[src/rtl/tia_playfield_scanner.sv]
// Playfield scan-out: holds PF0/PF1/PF2/CTRLPF and serialises the 20-bit playfield
// token across the visible line, one pixel per color clock, with optional mirroring.
module tia_playfield_scanner #(
    parameter int unsigned HBLANK_CLKS = 68,
    parameter int unsigned BIT_CLKS    = 4
) (
    input  logic       clk,
    input  logic       rst_n,
    input  logic       cce,
    input  logic       line_start,
    input  logic       wr_en,
    input  logic [1:0] wr_addr,
    input  logic [7:0] wr_data,
    output logic       pf,
    output logic       visible,
    output logic       right_half
);

    localparam int unsigned CNT_W   = (HBLANK_CLKS > 1) ? $clog2(HBLANK_CLKS) : 1;
    localparam int unsigned SUB_W   = (BIT_CLKS > 1) ? $clog2(BIT_CLKS) : 1;
    localparam int unsigned BIT_W   = 5;
    localparam int unsigned PF_BITS = 20;
    localparam int unsigned TOK_W   = 32;

    typedef enum logic [1:0] {
        IDLE   = 2'd0,
        HBLANK = 2'd1,
        LEFT   = 2'd2,
        RIGHT  = 2'd3
    } state_t;

    state_t           state_q, state_d;
    logic [CNT_W-1:0] cnt_q, cnt_d;
    logic [BIT_W-1:0] bit_q, bit_d;
    logic [SUB_W-1:0] sub_q, sub_d;
    logic             pf_d, visible_d, right_half_d;

    logic [3:0]       pf0_q;
    logic [7:0]       pf1_q;
    logic [7:0]       pf2_q;
    logic             reflect_q;

    logic [TOK_W-1:0] token;
    logic [BIT_W-1:0] idx;

    // CPU-visible registers; writes land regardless of cce
    always_ff @(posedge clk or negedge rst_n) begin
        if (!rst_n) begin
            pf0_q     <= '0;
            pf1_q     <= '0;
            pf2_q     <= '0;
            reflect_q <= 1'b0;
        end else if (wr_en) begin
            case (wr_addr)
                2'd0:    pf0_q     <= wr_data[7:4];
                2'd1:    pf1_q     <= wr_data;
                2'd2:    pf2_q     <= wr_data;
                default: reflect_q <= wr_data[0];
            endcase
        end
    end

    // Token in scan order: PF0[4..7], PF1[7..0], PF2[0..7]; upper bits pad to a power of two
    always_comb begin
        token = '0;
        for (int i = 0; i < 4; i++) token[i]      = pf0_q[i];
        for (int i = 0; i < 8; i++) token[4 + i]  = pf1_q[7 - i];
        for (int i = 0; i < 8; i++) token[12 + i] = pf2_q[i];
    end

    assign idx = (state_q == RIGHT && reflect_q) ? BIT_W'(PF_BITS - 1) - bit_q : bit_q;

    // State register, scan counters and registered outputs
    always_ff @(posedge clk or negedge rst_n) begin
        if (!rst_n) begin
            state_q    <= IDLE;
            cnt_q      <= '0;
            bit_q      <= '0;
            sub_q      <= '0;
            pf         <= 1'b0;
            visible    <= 1'b0;
            right_half <= 1'b0;
        end else begin
            state_q    <= state_d;
            cnt_q      <= cnt_d;
            bit_q      <= bit_d;
            sub_q      <= sub_d;
            pf         <= pf_d;
            visible    <= visible_d;
            right_half <= right_half_d;
        end
    end

    // Next-state: line_start restarts blanking from any state
    always_comb begin
        state_d = state_q;
        cnt_d   = cnt_q;
        bit_d   = bit_q;
        sub_d   = sub_q;
        if (cce) begin
            if (line_start) begin
                state_d = HBLANK;
                cnt_d   = '0;
                bit_d   = '0;
                sub_d   = '0;
            end else begin
                case (state_q)
                    HBLANK: begin
                        if (cnt_q == CNT_W'(HBLANK_CLKS - 1)) begin
                            state_d = LEFT;
                            cnt_d   = '0;
                            bit_d   = '0;
                            sub_d   = '0;
                        end else begin
                            cnt_d = cnt_q + CNT_W'(1);
                        end
                    end
                    LEFT, RIGHT: begin
                        if (sub_q == SUB_W'(BIT_CLKS - 1)) begin
                            sub_d = '0;
                            if (bit_q == BIT_W'(PF_BITS - 1)) begin
                                bit_d   = '0;
                                state_d = (state_q == LEFT) ? RIGHT : IDLE;
                            end else begin
                                bit_d = bit_q + BIT_W'(1);
                            end
                        end else begin
                            sub_d = sub_q + SUB_W'(1);
                        end
                    end
                    default: ;
                endcase
            end
        end
    end

    // Output sample reflects the state before this edge's transition
    always_comb begin
        pf_d         = pf;
        visible_d    = visible;
        right_half_d = right_half;
        if (cce) begin
            if (state_q == LEFT || state_q == RIGHT) begin
                pf_d         = token[idx];
                visible_d    = 1'b1;
                right_half_d = (state_q == RIGHT);
            end else begin
                pf_d         = 1'b0;
                visible_d    = 1'b0;
                right_half_d = 1'b0;
            end
        end
    end

endmodule

[config.mk]
export PLATFORM = sky130hd
export DESIGN_NAME = tia_playfield_scanner
export DESIGN_NICKNAME = d
export VERILOG_FILES = /design/src/rtl/tia_playfield_scanner.sv
export SDC_FILE = /design/constraint.sdc
export NUM_CORES = 1
export LEC_CHECK = 0
export ABC_AREA = 1
export BUFFER_PORTS_ARGS = -buffer_cell sky130_fd_sc_hd__buf_4
export CAP_MARGIN = 15
export CORE_MARGIN = 2
export CORE_UTILIZATION = 35
export CTS_BUF_LIST = sky130_fd_sc_hd__clkbuf_4 sky130_fd_sc_hd__clkbuf_8 sky130_fd_sc_hd__clkbuf_16
export DETAILED_ROUTE_END_ITERATION = 10
export PLACE_DENSITY = 0.63
export SYNTH_ARGS = -nofsm -noshare
export SYNTH_HDL_FRONTEND = slang
export SYNTH_SLANG_ARGS = --single-unit
[constraint.sdc]
create_clock -name clk -period 2.2 [get_ports clk]
set_input_delay 0.11 -clock clk [delete_from_list [all_inputs] [get_ports clk]]
set_output_delay 0.11 -clock clk [all_outputs]
set_load 0.02 [all_outputs]
==> results of run 1 <==
==> kinds of logic after synthesis <==
| family | share of synthesized area [%] |
|---|---|
| simple gates | 28.6 |
| compound gates | 11.7 |
| fa+ha+maj | 3.00 |
| buf+inv | 7.39 |
| xor+xnor | 1.26 |
| flops | 48.0 |
==> final timing paths <==
| check | start | endpoint | slack (ns) |
|---|---|---|---|
| setup / recovery | bit_q[2] | pf | 0.38 |
| hold / removal | wr_data[1] | pf2_q[1] | 0.09 |
| setup reg to reg | bit_q[2] | pf | 0.38 |
| hold reg to reg | visible | visible | 0.48 |
| max in group asynchronous | rst_n | reflect_q | 1.51 |
| min in group asynchronous | rst_n | cnt_q[3] | 0.33 |
==> flip-flops by register name (all words and copies together), names as in the netlist <==
signal and flops:
bit_q 5, cnt_q 7, pf 1, pf0_q 4
pf1_q 8, pf2_q 8, reflect_q 1, right_half 1
state_q 2, sub_q 2, visible 1
==> critical path, delay by kind of cell (launching register included) <==
family	cells	cell delay [ns]
and+or+nand+nor	10	0.78
DFF	1	0.48
adders and majority gates	1	0.31
buffers and inverters	1	0.15
==> routing by layer <==
layer	vias to the layer above	wire length, um	GRT usage, %
met5	-	0	0
met4	0	82	6.61
li1	904	-	-
met1	797	2070	19.8
met2	38	1900	23.6
met3	9	171	3.56
==> power groups by stage <==
stage	clock network, W	registers [W]	logic, W
2_1_floorplan	0	0.00104	0.000595
3_3_place_gp	0	0.00105	0.000802
3_5_place_dp	0	0.00106	0.000809
4_1_cts	0.000523	0.00104	0.000814
5_1_grt	0.000546	0.00107	0.000959
6_report	0.000504	0.00104	0.000805
==> timing repair <==
action / in CTS / in global routing
resized for setup: 0 / 0
setup endpoints to repair: 0 / 0
hold endpoints to repair: 40 / 0
hold buffers: 1 / 0
buffers inserted: 0 / 0
==> area by class of cell <==
cell class / count / area share, %
Multi-Input combinational cell: 186 / 38.7
Inverter: 36 / 5.64
Tap cell: 75 / 3.92
Sequential cell: 40 / 41.8
Clock inverter: 2 / 0.418
Timing Repair Buffer: 19 / 6.06
Clock buffer: 6 / 3.45
==> synth_stat cells <==
cell	count
o21ai_0	26
nand2_2	4
dfrtp_1	40
inv_1	36
nand4_1	5
nand2_1	70
buf_6	1
nand3_1	24
nor2_1	17
o21ai_1	1
nand3_2	1
a31oi_1	1
xor2_1	3
nor2_2	1
a21oi_1	15
clkbuf_1	2
nor3_1	4
o22ai_1	3
nand2_4	3
nor2_4	2
ha_1	5
a2bb2oi_1	1
==> metrics by stage <==
step                      total power, W  instance area (um^2)  utilization [%]
after global placement           0.00185                  2290             39.2
after floorplan                  0.00164                  2080                -
after CTS                        0.00238                  2400             41.0
after global routing             0.00258                  2400             41.0
final                            0.00235                  2400             41.0
after detailed placement         0.00187                  2290             39.2
==> impl.org, run 1 <==
** Outcome
- Result of the run :: finished clean

** Final layout
- Multi-input combinational cell area :: 928 um^2
- The finished layout holds 364 standard cells, fillers aside.
- The number of antenna diodes in the final layout is 0.
- Leaving out fill and tap cells, the most frequent cell in the layout is nand2_1.
- Across the whole layout, storage elements account for 1000 um^2.
- After the last flow step, the layout net total stands at 308.
- Commonest cells after routing, fill and taps aside :: nand2_1, dfrtp_1, inv_1, o21ai_0, nand3_1
- In the final layout, the share of cells above drive strength 1 is 12.8%.
- Synthesis-to-finish area growth :: 15.0%
- Number of filler cells placed in the layout :: 591

** STA
- For the final routed database, the setup TNS stands at 0 ns.
- Final Hold Slack :: 0.0911 ns
- Of the available clock period, the critical path in the final layout requires 82.7%.
- Worst-Margin Slew :: 0.545 ns
- Setup violations remaining at the end of the flow were counted as 0.
- After layout, the worst setup slack is 0.381 ns.
- The final max-slew violation count came to 0.
- On the final layout, the worst clock skew is 0.00541 ns.
- Unrepaired setup endpoints after global routing :: false
- Number of hold violations in the final report :: 0
- Clock period minus final worst setup slack :: 1.82 ns
- The worst pin sits at a relative slew slack of 63.6%.
- Based on the critical path, the design can be clocked at up to 0.550 GHz.

** Placed design
- Input and output buffers added on the ports amount to 17.
- The wire-length estimate of the detail-placed layout is 3.15 mm.
- Timing analysis after detailed placement gives a worst setup slack of 0.399 ns.
- Routability-driven placement finished with a final weighted congestion of 0.907.
- Counting tap cells, the placed design contains a total of 355 instances.

** Synthesis
- For this run, the register share of the synthesized area comes to 48.0%.
- Synthesis produced a netlist with a net count of 285.
- Library cell occupying the most area in the post-synthesis netlist :: dfrtp_1
- Cell types with the largest area share after synthesis :: dfrtp_1, nand2_1, inv_1
- The synthesized netlist contains 22 unique library cells.
- Counting every instance in the synthesized netlist gives 265.
- A synthesized cell averages 7.86 um^2.
- Post-synthesis register bit count :: 40
- The top cell type by area accounts for 48.0% of the synthesized area.
- The synthesized netlist occupies a cell area of 2080 um^2.
- Synthesis warning total :: 0

** Pwr
- Switch share :: 38.4%
- The clock network is responsible for 21.4% of the overall power.
- For this design the ratio of total power to cell area is 981 nW/um^2.
- Summed over all cells, the static leakage comes to 1.20 nW.
- Internal Pwr Total :: 0.00145 W
- Peak supply drop :: 461 uV
- Part of the total power dissipated in sequential elements :: 44.3%
- Of the total power, combinational logic draws 34.2%.
- Summed over all nets, the switching power comes to 0.000903 W.

** Die
- The floorplan step set the die width to 81.2 um.
- Effective utilization at floorplan :: 35.6%
- Die Span Y :: 81.2 um
- The die covers 6590 um^2.
- Boundary pin count :: 18
- After floorplanning, the core was divided into 28 placement rows.
- Std-Cell Core Area :: 5850 um^2

** Clocking
- The clock passes through at most 2 buffers.
- The tree is rooted in a clkbuf_8.
- Clock tree synthesis inserted a total of 5 buffers.
- After clock tree synthesis, the clock-pin slew on the worst setup and hold paths is 0.07 ns.
- Number of sinks driven by the clock tree :: 40
- At the later pin of the worst-skew pair, clock insertion delay measures 0.29 ns.
- CTS H-Tree Depth :: 2
- TritonCTS clock tree :: yes

** Min path
- The tightest min-delay check is of the in2reg type.
- Counting instances, the worst hold path has a depth of 3.

** Setup path
- CP max FO :: 7
- By startpoint and endpoint, the worst setup path is classified as reg2reg.
- Depth of the worst register-to-register path :: 12
- STA classifies the critical path endpoint as a flop.
- For the worst setup path, the data arrival time is 2.00 ns.
- CP peak stage delay :: 0.48 ns
- The largest individual stage delay along the critical path comes from the cell dfrtp_1.
- Walking the worst path, the cells encountered are inv_1, ha_1, nand4_1, nand2_1, nor2_1, nand2_1, nor2_1, nor2_1, nand2_1, nand3_1, nand2_1, nand2_1.
- Type of element launching the critical path :: flop
- Dominant cell type by count on the critical path :: nand2_1
- Critical path data required time :: 2.38 ns

** Global routing
- Number of global-route vias before repair :: 1751
- The initial antenna violation count is 0.
- Total global routing track utilization :: 15.0%
- Global-route wire length before repair :: 7.71 mm
- Entering global routing, the biggest net connects 41 pins.
- For this run the aggregate overflow at the end of global routing stands at 0.

** Routing
- The routed layout has 1748 vias.
- Iter 0 DRT Violations :: 94
- Total routed wirelength :: 4.22 mm
- Drt wl/cell :: 11.6 um
- Post-route DRC violation count :: 0
- The pre-antenna-repair detailed-routing pass consisted of 4 iterations.
- In the routed layout, each cell is associated on average with a via count of 4.80.
- In this run the remaining antenna-violating nets after routing total 0.

** Flow run
- Across the run, the number of max-cap violations was 0.
Note: power is estimated with default switching activity, not from simulation.
==> run 2, diff against run 1 <==
- PLACE_DENSITY: 0.63 -> 0.64
- clock period: 2.2 -> 1.55 ns (I/O delays scaled with it)
==> run 2 against run 1 <==
Against the previous run: global-route usage down 0.88 points; critical path depth down 3; flip-flop and latch count unchanged; count of clock-buffer cells in the layout unchanged; critical endpoint is now bit_q[3]; the flow now finishes with violations (negative setup slack); first-iteration DRC count up 12%.
==> impl.org, run 2 (same netlist as run 1, synthesis figures left out) <==
** Routing
- The via density per instance came to 4.79 (was 4.80).
- Count of TritonRoute iterations in the first routing pass :: 4 (unchanged)
- The total DRC errors in the routed layout was 0 (unchanged).
- The routed length per placed instance is 11.7 um (was 11.6 um).
- Count of antenna-violating nets left after detailed routing :: 0 (unchanged)
- Total routed wirelength :: 4.41 mm (was 4.22 mm)
- Number of vias in the routed layout :: 1798 (was 1748)
- Iter 0 DRT Violations :: 105 (was 94)

** Global routing
- Global-route wire length before repair :: 7.18 mm (was 7.71 mm)
- The largest net degree at the start of global routing came to 41 (unchanged).
- Antenna violations before repair :: 0 (unchanged)
- Total global routing track utilization :: 14.2% (was 15.0%)
- The via count of the first global-routing pass came to 1597 (was 1751).
- Remaining global-route overflow :: 0 (unchanged)

** Min path
- The kind of path behind the tightest hold check was in2reg (unchanged).

** STA
- The post-route clock skew was 0.00571 ns (was 0.00541 ns).
- Max_slew headroom :: 63.9% (was 63.6%)
- Clock period minus final worst setup slack :: 1.57 ns (was 1.82 ns)
- Final max-slew violation count :: 0 (unchanged)
- Unrepaired setup endpoints after global routing: true (was false).
- The final worst-path setup slack came to -0.0195 ns (was 0.381 ns).
- Worst-Margin Slew :: 0.539 ns (was 0.545 ns)
- The part of the cycle the worst path needs came to 101% (was 82.7%).
- The count of endpoints failing setup in the final report is 3 (was 0).
- The number of endpoints with negative hold slack in the final report came to 0 (unchanged).
- Highest attainable clock frequency :: 0.637 GHz (was 0.550 GHz)

** Placed design
- The half-perimeter wire length after placement came to 3.16 mm (was 3.15 mm).
- Placement-stage cell area :: 2360 um^2 (was 2290 um^2)
- Number of buffer cells added on primary ports :: 17 (unchanged)
- Placer congestion estimate :: 0.803 (was 0.907)

** Final layout
- Count of nets after finishing :: 320 (was 308)
- The synthesis-to-finish area growth was 21.6% (was 15.0%).
- Total area of sequential cells :: 1000 um^2 (about the same)
- Number of filler cells placed in the layout :: 595 (was 591)
- The commonest non-fill, non-tap cell in the layout is nand2_1 (unchanged).
- Design Area, Final :: 2530 um^2 (was 2400 um^2)
- Number of inserted diodes :: 0 (unchanged)
- The multi-input combinational cell area was 983 um^2 (was 928 um^2).
- Commonest cells after routing, fill and taps aside :: nand2_1, dfrtp_1, inv_1, buf_4, o21ai_0 (was nand2_1, dfrtp_1, inv_1, o21ai_0, nand3_1)
- Registers with the highest flip-flop counts: pf1_q: 8 flops, pf2_q: 8 flops, cnt_q: 7 flops (unchanged).
- Share of cells above drive strength 1 :: 20.7% (was 12.8%)
- Post-layout utilization of the core :: 43.3% (was 41.0%)

** Setup path
- The largest fanout on the critical path is 5 (was 7).
- Ordered list of cells on the worst path: ha_2, nand4_1, o21ai_1, nand2_1, nor2_4, buf_6, nand3_2, nand2_1, nor2_2 (was inv_1, ha_1, nand4_1, nand2_1, nor2_1, nand2_1, nor2_1, nor2_1, nand2_1, nand3_1, nand2_1, nand2_1).
- Critical path data required time :: 1.72 ns (was 2.38 ns)
- Number of buffer and inverter stages on the critical path :: 1 (unchanged)
- The largest stage delay on the critical path was 0.35 ns (was 0.48 ns).
- Type of element launching the critical path :: flop (unchanged)
- The signal arrival time at the worst endpoint came to 1.74 ns (was 2.00 ns).
- Dominant cell type by count on the critical path :: nand2_1 (unchanged)
- The category of cells accounting for the largest share of critical-path delay is simple AND/OR/NAND/NOR gates (unchanged).
- Worst setup path class :: reg2reg (unchanged)
- The endpoint class of the critical path was a flop (unchanged).
- The standard cell with the maximum stage delay on the critical path was dfrtp_1 (unchanged).

** Die
- Number of rows created at floorplan :: 28 (unchanged)
- The vertical extent of the die is 81.2 um (unchanged).
- The boundary pin count came to 18 (unchanged).
- Die outline area :: 6590 um^2 (unchanged)
- Std-Cell Core Area :: 5850 um^2 (unchanged)
- The x dimension of the die is 81.2 um (unchanged).
- Effective utilization at floorplan :: 35.6% (unchanged)

** Clocking
- The number of sinks driven by the clock tree came to 40 (unchanged).
- The CTS tree is yes (unchanged).
- The largest buffer count on any clock path was 2 (unchanged).
- CTS H-Tree Depth :: 2 (unchanged)
- Cell at the root of the clock tree :: clkbuf_8 (unchanged)
- Worst-Skew Late Latency :: 0.28 ns (was 0.29 ns)
- Clock transition at the registers of the reported paths :: 0.07 ns (about the same)
- Total CTS buffers :: 5 (unchanged)

** Pwr
- Reported leakage power :: 1.25 nW (was 1.20 nW)
- Pwr Density :: 1360 nW/um^2 (was 981 nW/um^2)
- Peak supply drop :: 603 uV (was 461 uV)

** Outcome
- Violated checks :: negative setup slack
- Result of the run: complete, but fails checks (was finished clean).

** Flow run
- The max-capacitance violation count came to 0 (unchanged).
[run 2: changes by cell type in the layout (fill, tap and decap cells not counted), sizes merged]
cell | previous run | this run
clkinv | 2 | 1
buf | 18 | 30
[run 2: cell type report]
type	instances	area share, %
Clock buffer	6	3.01
Multi-Input combinational cell	186	38.8
Tap cell	75	3.70
Clock inverter	1	0.198
Timing Repair Buffer	31	9.33
Sequential cell	40	39.6
Inverter	36	5.33
[run 2: timing repair]
| item | CTS | global route |
|---|---|---|
| resized for setup | 7 | 11 |
| hold buffers | 1 | 0 |
| gates cloned | 0 | 1 |
| endpoints found under the hold margin | 40 | 0 |
| buffers inserted | 0 | 2 |
| pin swaps | 1 | 17 |
| endpoints found under the setup margin | 5 | 10 |
[run 2: final timing paths]
kind / cells after the start / slack, ns / start / endpoint
worst max register to register: 9 / -0.02 / cnt_q[1] / bit_q[3]
worst min-delay path: 3 / 0.06 / wr_data[3] / pf2_q[3]
worst max-delay path: 9 / -0.02 / cnt_q[1] / bit_q[3]
min in group asynchronous: 2 / 0.30 / rst_n / cnt_q[3]
worst min register to register: 2 / 0.47 / pf / pf
max in group asynchronous: 2 / 0.88 / rst_n / state_q[1]
[run 2: power breakdown]
group	total (W)	internal (W)	leakage (nW)	switching, W
combinational	0.00131	0.000522	0.693	0.000784
clock	0.000664	0.000324	0.0445	0.000340
sequential	0.00147	0.00128	0.510	0.000196
[run 2: metrics by stage]
step / hold WS, ns / setup TNS, ns / worst slack [ns] / cells / power, W
finish: 0.0629 / -0.0215 / -0.0195 / 375 / 0.00345
detailed placement: 0.0865 / -0.0615 / -0.0316 / 364 / 0.00274
CTS: 0.0618 / -0.0138 / -0.0138 / 372 / 0.00344
global placement: 0.0858 / -0.0273 / -0.0273 / 364 / 0.00271
floorplan: -0.218 / 0 / 0.0232 / 265 / 0.00233
global route: 0.0810 / -1.29 / -0.200 / 375 / 0.00372
[run 2: per-layer routing]
layer	GRT usage, %	part of all wire (%)	vias up	routed length (um)
met2	23.4	48	31	2100
li1	-	-	927	-
met3	3.44	3.6	5	157
met4	3.22	0.70	0	31
met5	0	0	-	0
met1	18.8	48	835	2120
[run 2: tightest hold or removal path, delay by kind of cell]
family / cells / cell delay (ns)
buffers and inverters: 2 / 0.15
AO/OA/AOI/OAI: 1 / 0.07
